## config.mk

```make
export PLATFORM = sky130hd
export DESIGN_NAME = gpu_fb_scanout_reader
export DESIGN_NICKNAME = d
export VERILOG_FILES = /design/src/rtl/gpu_fb_scanout_reader.sv
export SDC_FILE = /design/constraint.sdc
export NUM_CORES = 1
export LEC_CHECK = 0
export CAP_MARGIN = 10
export CORE_ASPECT_RATIO = 1.25
export CORE_MARGIN = 2
export CORE_UTILIZATION = 23
export CTS_CLUSTER_SIZE = 12
export DETAILED_ROUTE_END_ITERATION = 6
export GPL_TIMING_DRIVEN = 0
export MAX_ROUTING_LAYER = met4
export PLACE_DENSITY_LB_ADDON = 0.2
export SKIP_CTS_REPAIR_TIMING = 1
export SLEW_MARGIN = 20
export SYNTH_ARGS = -nofsm -noshare
export SYNTH_HDL_FRONTEND = slang
export SYNTH_SLANG_ARGS = --single-unit
```

## constraint.sdc

```tcl
create_clock -name clk -period 3.1 [get_ports clk]
set_clock_uncertainty 0.1 [all_clocks]
set_input_delay 0.62 -clock clk [delete_from_list [all_inputs] [get_ports clk]]
set_output_delay 0.62 -clock clk [all_outputs]
set_load 0.005 [all_outputs]
```

## src/rtl/gpu_fb_scanout_reader.sv

```systemverilog
// Frame-buffer scan-out reader: streams the front buffer out of the SRAM read port in raster order.
// Latency: READ_WAIT+2 cycles per pixel; a full FIFO parks the fetched pixel without stalling the SRAM access.
module gpu_fb_scanout_reader #(
  parameter int H_ACTIVE     = 640,
  parameter int V_ACTIVE     = 480,
  parameter int WIDTH_BITS   = 10,
  parameter int HEIGHT_BITS  = 9,
  parameter int CHANNEL_BITS = 8,
  parameter int OFFSETMEM    = 307200,
  parameter int READ_WAIT    = 2
) (
  input  logic                                clk,
  input  logic                                n_rst,
  input  logic                                frame_start,
  input  logic                                flush,
  input  logic                                fifo_full,
  input  logic [3*CHANNEL_BITS-1:0]           sram_rdata,
  output logic [WIDTH_BITS+HEIGHT_BITS:0]     sram_addr,
  output logic                                CE0,
  output logic                                CE1,
  output logic                                OE,
  output logic                                R_W,
  output logic                                LB,
  output logic                                UB,
  output logic                                ZZ,
  output logic                                SEM,
  output logic [3*CHANNEL_BITS-1:0]           pixel_data,
  output logic                                pixel_valid,
  output logic                                line_end,
  output logic                                frame_done,
  output logic                                overrun
);

  localparam int AW = WIDTH_BITS + HEIGHT_BITS + 1;
  localparam int DW = 3 * CHANNEL_BITS;

  typedef enum logic [2:0] {S_IDLE, S_ADDR, S_WAIT, S_CAPTURE, S_STALL, S_DONE} state_t;

  state_t                 state_q, state_d;
  logic [WIDTH_BITS-1:0]  x_q, x_d;
  logic [HEIGHT_BITS-1:0] y_q, y_d;
  logic [AW-1:0]          row_base_q, row_base_d;
  logic [AW-1:0]          sram_addr_q, sram_addr_d;
  logic [2:0]             wait_q, wait_d;
  logic [DW-1:0]          pixel_data_q, pixel_data_d;
  logic                   pixel_valid_q, pixel_valid_d;
  logic                   line_end_q, line_end_d;
  logic                   frame_done_q, frame_done_d;
  logic                   overrun_q, overrun_d;
  logic                   wr_sel_q, wr_sel_d;
  logic                   rd_sel_q, rd_sel_d;
  logic                   port_idle_q, port_idle_d;
  logic                   zz_q, zz_d;
  logic                   push;

  always_comb begin
    state_d       = state_q;
    x_d           = x_q;
    y_d           = y_q;
    row_base_d    = row_base_q;
    sram_addr_d   = sram_addr_q;
    wait_d        = wait_q;
    pixel_data_d  = pixel_data_q;
    pixel_valid_d = 1'b0;
    line_end_d    = 1'b0;
    frame_done_d  = 1'b0;
    overrun_d     = 1'b0;
    wr_sel_d      = wr_sel_q ^ flush;
    rd_sel_d      = rd_sel_q;
    zz_d          = 1'b1;
    push          = 1'b0;

    case (state_q)
      S_ADDR: begin
        wait_d  = 3'd0;
        state_d = S_WAIT;
      end
      S_WAIT: begin
        // Data is sampled on the last wait cycle, while OE is still asserted.
        if (wait_q == 3'(READ_WAIT - 1)) begin
          pixel_data_d = sram_rdata;
          state_d      = S_CAPTURE;
        end else begin
          wait_d = wait_q + 3'd1;
        end
      end
      S_CAPTURE, S_STALL: begin
        if (!fifo_full) begin
          pixel_valid_d = 1'b1;
          push          = 1'b1;
        end else begin
          state_d = S_STALL;
        end
      end
      S_DONE: begin
        frame_done_d = 1'b1;
        state_d      = S_IDLE;
      end
      default: ;
    endcase

    if (push) begin
      if (x_q != WIDTH_BITS'(H_ACTIVE - 1)) begin
        x_d         = x_q + WIDTH_BITS'(1);
        sram_addr_d = row_base_q + AW'(x_q) + AW'(1);
        state_d     = S_ADDR;
      end else begin
        x_d        = '0;
        line_end_d = 1'b1;
        if (y_q != HEIGHT_BITS'(V_ACTIVE - 1)) begin
          y_d         = y_q + HEIGHT_BITS'(1);
          row_base_d  = row_base_q + AW'(H_ACTIVE);
          sram_addr_d = row_base_d;
          state_d     = S_ADDR;
        end else begin
          state_d = S_DONE;
        end
      end
    end

    // A new frame always wins: any in-flight or parked pixel is discarded.
    if (frame_start) begin
      overrun_d     = (state_q != S_IDLE);
      rd_sel_d      = ~wr_sel_d;
      x_d           = '0;
      y_d           = '0;
      row_base_d    = rd_sel_d ? AW'(OFFSETMEM) : '0;
      sram_addr_d   = row_base_d;
      pixel_valid_d = 1'b0;
      line_end_d    = 1'b0;
      frame_done_d  = 1'b0;
      state_d       = S_ADDR;
    end

    port_idle_d = !((state_d == S_ADDR) || (state_d == S_WAIT));
  end

  always_ff @(posedge clk or negedge n_rst) begin
    if (!n_rst) begin
      state_q       <= S_IDLE;
      x_q           <= '0;
      y_q           <= '0;
      row_base_q    <= '0;
      sram_addr_q   <= '0;
      wait_q        <= '0;
      pixel_data_q  <= '0;
      pixel_valid_q <= 1'b0;
      line_end_q    <= 1'b0;
      frame_done_q  <= 1'b0;
      overrun_q     <= 1'b0;
      wr_sel_q      <= 1'b0;
      rd_sel_q      <= 1'b1;
      port_idle_q   <= 1'b1;
      zz_q          <= 1'b0;
    end else begin
      state_q       <= state_d;
      x_q           <= x_d;
      y_q           <= y_d;
      row_base_q    <= row_base_d;
      sram_addr_q   <= sram_addr_d;
      wait_q        <= wait_d;
      pixel_data_q  <= pixel_data_d;
      pixel_valid_q <= pixel_valid_d;
      line_end_q    <= line_end_d;
      frame_done_q  <= frame_done_d;
      overrun_q     <= overrun_d;
      wr_sel_q      <= wr_sel_d;
      rd_sel_q      <= rd_sel_d;
      port_idle_q   <= port_idle_d;
      zz_q          <= zz_d;
    end
  end

  assign sram_addr   = sram_addr_q;
  assign pixel_data  = pixel_data_q;
  assign pixel_valid = pixel_valid_q;
  assign line_end    = line_end_q;
  assign frame_done  = frame_done_q;
  assign overrun     = overrun_q;
  assign CE0         = port_idle_q;
  assign CE1         = ~port_idle_q;
  assign OE          = port_idle_q;
  assign LB          = port_idle_q;
  assign UB          = port_idle_q;
  assign ZZ          = zz_q;
  assign R_W         = 1'b1;
  assign SEM         = 1'b1;

endmodule

```

# [Word-level counts from Yosys, hierarchy flattened]
# Index checks and enable logic that the tools add are counted.
[classes] addsub=6 n_eq_ne=12 muxes=33 n_bitwise=2 reduce_logical=12
[op_table] operator="20-bit two-way mux" n=7
[op_table] operator="9-bit two-way mux" n=4
[op_table] operator="10-bit two-way mux" n=3
[op_table] operator="3-bit two-way mux" n=7
[op_table] operator="20-bit by 1-bit adder with 20-bit output (second input constant)" n=1
[op_table] operator="20-bit by 10-bit adder with 20-bit output" n=1
[op_table] operator="20-bit by 10-bit adder with 20-bit output (second input constant)" n=1
[op_table] operator="19-bit two-way mux" n=1
[op_table] operator="3-bit case mux with 4 select lines" n=1
[op_table] operator="10-bit by 1-bit adder with 10-bit output (second input constant)" n=1
[op_table] operator="10-bit inequality test (second input constant)" n=1
[op_table] operator="9-bit by 1-bit adder with 9-bit output (second input constant)" n=1
[op_table] operator="3-bit by 1-bit == test with 1-bit output (second input constant)" n=3
[op_table] operator="3-bit by 2-bit == test with 1-bit output (second input constant)" n=3
[op_table] operator="1-bit two-way mux" n=9
[op_table] operator="9-bit inequality test (second input constant)" n=1
[op_table] operator="3-bit == test (second input constant)" n=2
[op_table] operator="3-bit case mux with 2 select lines" n=1
[op_table] operator="2-bit AND reduction" n=3
[op_table] operator="2-bit nonzero test" n=3
[op_table] operator="3-bit nonzero test" n=2
[op_table] operator="2-bit inequality test (second input constant)" n=2
[op_table] operator="3-bit by 1-bit adder with 3-bit output (second input constant)" n=1
[op_table] operator="3-bit AND reduction" n=1
[op_table] operator="5 further kinds" n=5
[word_totals] register_bits=96 inputBits=29 output_inout_bits=56

# [Logic depth before layout (Yosys ltp)]
[depth] ltp_word=8 ltp_mapped=9

# [Least setup slack after synthesis]
# Ideal clock, no wire load.
[synth_path] kind="register -> register" start="register x_q[7]" end="register sram_addr_q[12] (netlist: sram_addr[12])" setup_ps=126 t_arrival_ps=2041 required_time_ps=2874 slack_ps=833 path_stages_with_launch=8 n_path_buf=1 synth_period_minus_slack_ps=2267 cell_sequence="dfrtp_1 > or3b_4 > or3_1 > buf_6 > o22ai_2 > nor2_1 > xor2_1 > a221o_1"
[synth_via] elab_chain_cells=5
[synth_lines] element="start: declaration" line="40" rtl="logic [WIDTH_BITS-1:0] x_q, x_d;"
[synth_lines] element="start signal: assignment" line="141" rtl="x_q <= '0;"
[synth_lines] element="start signal: assignment" line="157" rtl="x_q <= x_d;"
[synth_lines] element="20-bit by 10-bit adder with 20-bit output" line="105" rtl="sram_addr_d = row_base_q + AW'(x_q) + AW'(1);"
[synth_lines] element="20-bit by 1-bit adder with 20-bit output" line="105"
[synth_lines] element="20-bit two-way mux" line="103" rtl="if (x_q != WIDTH_BITS'(H_ACTIVE - 1)) begin"
[synth_lines] element="20-bit two-way mux" line="102" rtl="if (push) begin"
[synth_lines] element="20-bit two-way mux" line="122" rtl="if (frame_start) begin"
[synth_lines] element="end signal: assignment" line="160" rtl="sram_addr_q <= sram_addr_d;"
[synth_lines] element="end: declaration" line="43" rtl="logic [AW-1:0] sram_addr_q, sram_addr_d;"
# Parallel ways exist; a longest one is shown, timed or not. The select of a mux whose other input is x is not followed.
# A chain may end at the register's enable or synchronous reset.

# [Worst setup path in the final report]
[layout_path] start="input port frame_start" end="register overrun_q (netlist: overrun)"
[layout_via] elab_chain_cells=1
[layout_lines] element="start: declaration" line="14" rtl="input logic frame_start,"
[layout_lines] element="1-bit two-way mux" line="122"
[layout_lines] element="named net overrun_d" line="49" rtl="logic overrun_q, overrun_d;"
[layout_lines] element="end signal: assignment" line="166" rtl="overrun_q <= overrun_d;"
[layout_lines] element="end: declaration" line="49"
# The timed path passes the listed nets, and every way through them passes these cells.

==> impl_metrics.ini <==
[route]
num_vias = 3525
drtAntennaViolNets = 0
drt-total-wl_um = 11800
routedWlPerCell_um = 15.5
drt_iter0_drc = 160
drc = 0
via_per_inst = 4.64
dr.pass1.iters = 4

[place]
port_buffers = 82
place_congestion = 0.844
dp_cells = 742
hpwl_um = 8220

[global_route]
grt_pass1_wl_um = 19300
antenna_found_initial = 0
track_usage = 0.123
grt-ovfl-total = 0
grt_pass1_vias = 3646
grt_max_degree = 77

[job]
cap_viol_max_count = 0

[clocking]
root_buffer = clkbuf_16
path_clk_slew_ps = 60
cts_tree = done
clockBufferDepth = 2
h-tree-depth = 3
cts_sinks = 89
clock_latency_ps = 350
cts-buffers-inserted = 9

[power_and_ir_drop]
p_switching_uw = 986
p_int_uw = 2790
cellLeakagePower_uw = 0.00253
power_frac_seq = 0.410
power.density_nw_per_um2 = 638
ir_drop_v = 0.000245
switching_share = 0.261
p_comb_frac = 0.279
total_power_uw = 3770
pwr-share-clk = 0.311

[sta]
rsz0062_at_grt = no
setup_viol = 0
finalSetupTns_ps = 0
clock.fmax_mhz = 330
period_share = 0.977
slew_headroom = 0.375
worst_pin_slew_ps = 935
slew_viol_final = 0
min_period_ps = 3030
hold_viol = 0

[critical_path]
cp.required_ps = 3280
worst_ep_arrival_time_ps = 3210
endpoint_kind = flip-flop
cp-start-kind = input pin
critical_path.max_fanout = 10
path_class = in -> reg

[floorplan]
die_y_um = 159
die_width_um = 128
pin_count = 85
initial_core_util = 0.235
dieArea_um2 = 20400
rows = 56
fp.coreArea_um2 = 18800

[yosys]
synth_top_flop_cell = dfrtp_1
syn-cell-area_um2 = 4440
yosysUniqueCellTypes = 63
avgSynthCellArea_um2 = 10.4
syn-instance-count = 425
synth_seq_cells = 89
async_flop_share = 1.00
ys.warnings.count = 0
yosysSeqAreaShare = 0.502
synth-edff-count = 0

[layout]
final_nets = 559
diodes = 0
fillers = 1911
stdcell_count = 759
area_growth_pct = 33.2
drive_gt1_frac = 0.110
final_cell_mix = 88 x dfrtp_1, 81 x clkdlybuf4s50_1, 42 x nor2_1, 36 x nand2_1, 24 x mux2_2
final_common_cell = dfrtp_1

[hold_path]
hp-class = reg -> reg

[outcome]
status = finished, final reports clean
## cell usage after synthesis, types with 3 or more instances
cell      count  area [um^2]
o21ai_1       4         20.0
o21ai_0      10         50.1
o22ai_1       3         18.8
a22o_1       14          123
xnor2_1      14          123
ha_1          8          100
clkbuf_1     13         48.8
a21o_1        7         52.6
buf_4         5         37.5
inv_1         8         30.0
nand2_1      36          135
a31oi_1       5         31.3
and3_1        6         37.5
nand3_1      18         90.1
buf_1         3         11.3
nand3b_1      3         22.5
a211oi_1      6         45.0
and2_1        3         18.8
a221o_1       4         40.0
nor3_1       11         55.1
mux2_2       24          270
dfrtp_1      88         2200
a21oi_1      21          105
mux2i_1       5         50.1
nor3b_1       3         22.5
nor2_1       42          158
or3_1         4         25.0
xor2_1       15          131
## critical path, cell delays in order
cell and delay [ps]:
clkdlybuf4s50_1 660, clkbuf_1 500, buf_1 630, buf_1 550
o31a_1 240
## path summary, 6_finish.rpt
path / endpoint / cells past startpoint / slack (ps) / start
max reg2reg: row_base_q[13] / 7 / 360 / x_q[0]
max: overrun / 5 / 70 / frame_start
min: sram_addr[1] / 2 / 380 / sram_addr[1]
min in group asynchronous: pixel_data[19] / 2 / 560 / n_rst
max in group asynchronous: sram_addr[6] / 3 / 1740 / n_rst
min reg2reg: sram_addr[1] / 2 / 380 / sram_addr[1]
## registers in the layout, summed over array words and instances, names as in the netlist
name,count
pixel_data,24
sram_addr,20
row_base_q,13
x_q,10
y_q,9
state_q,3
wait_q,3
CE0,1
ZZ,1
frame_done,1
line_end,1
overrun,1
pixel_valid,1
wr_sel_q,1
## power groups by stage
stage | Combinational (uW) | Sequential [uW] | Clock, uW
detailed placement | 1070 | 1570 | 0
global placement | 1060 | 1560 | 0
finish | 1050 | 1550 | 1170
global route | 1160 | 1580 | 1280
floorplan | 442 | 1570 | 0
CTS | 1070 | 1550 | 1220
## final cells by class
type                       instances  area [um^2]  share of cell area
sequential                        89         2230               0.377
multi-input combinational        305         2060               0.348
timing repair buffer              84          860               0.145
tap                              232          290              0.0491
clock buffer                      13          250              0.0423
buffer                            25          130              0.0220
clock inverter                     3         65.1              0.0110
inverter                           8         30.0             0.00508
## per-layer routing
metal / up-vias / part of all wire / global-route usage
li1: 1708 / - / -
met1: 1696 / 0.44 / 0.147
met2: 104 / 0.48 / 0.202
met3: 17 / 0.059 / 0.0319
met4: 0 / 0.017 / 0.0385
met5: - / 0 / -
## per-stage QoR
stage	area (um^2)	worst slack [ps]	hold slack, ps	util
after floorplan	4450	833	224	-
after global placement	5560	-2180	366	0.295
after detailed placement	5590	-264	354	0.296
after CTS	5900	88.1	-21.4	0.313
after global routing	5910	4.83	423	0.314
final	5910	70.5	376	0.314
## kinds of logic (layout without fill, tap and decap cells)
group	after synthesis	in the layout	share of synthesized area
AOI/OAI and AO/OA	92	92	0.147
xor gates and xnor gates	29	29	0.0572
adders and majority gates	8	8	0.0226
buffers and inverters	33	133	0.0361
DFF	89	89	0.502
muxes	29	29	0.0722
other	1	3	0.000845
and+or+nand+nor	144	144	0.162
Note: power is estimated with default switching activity, not from simulation.
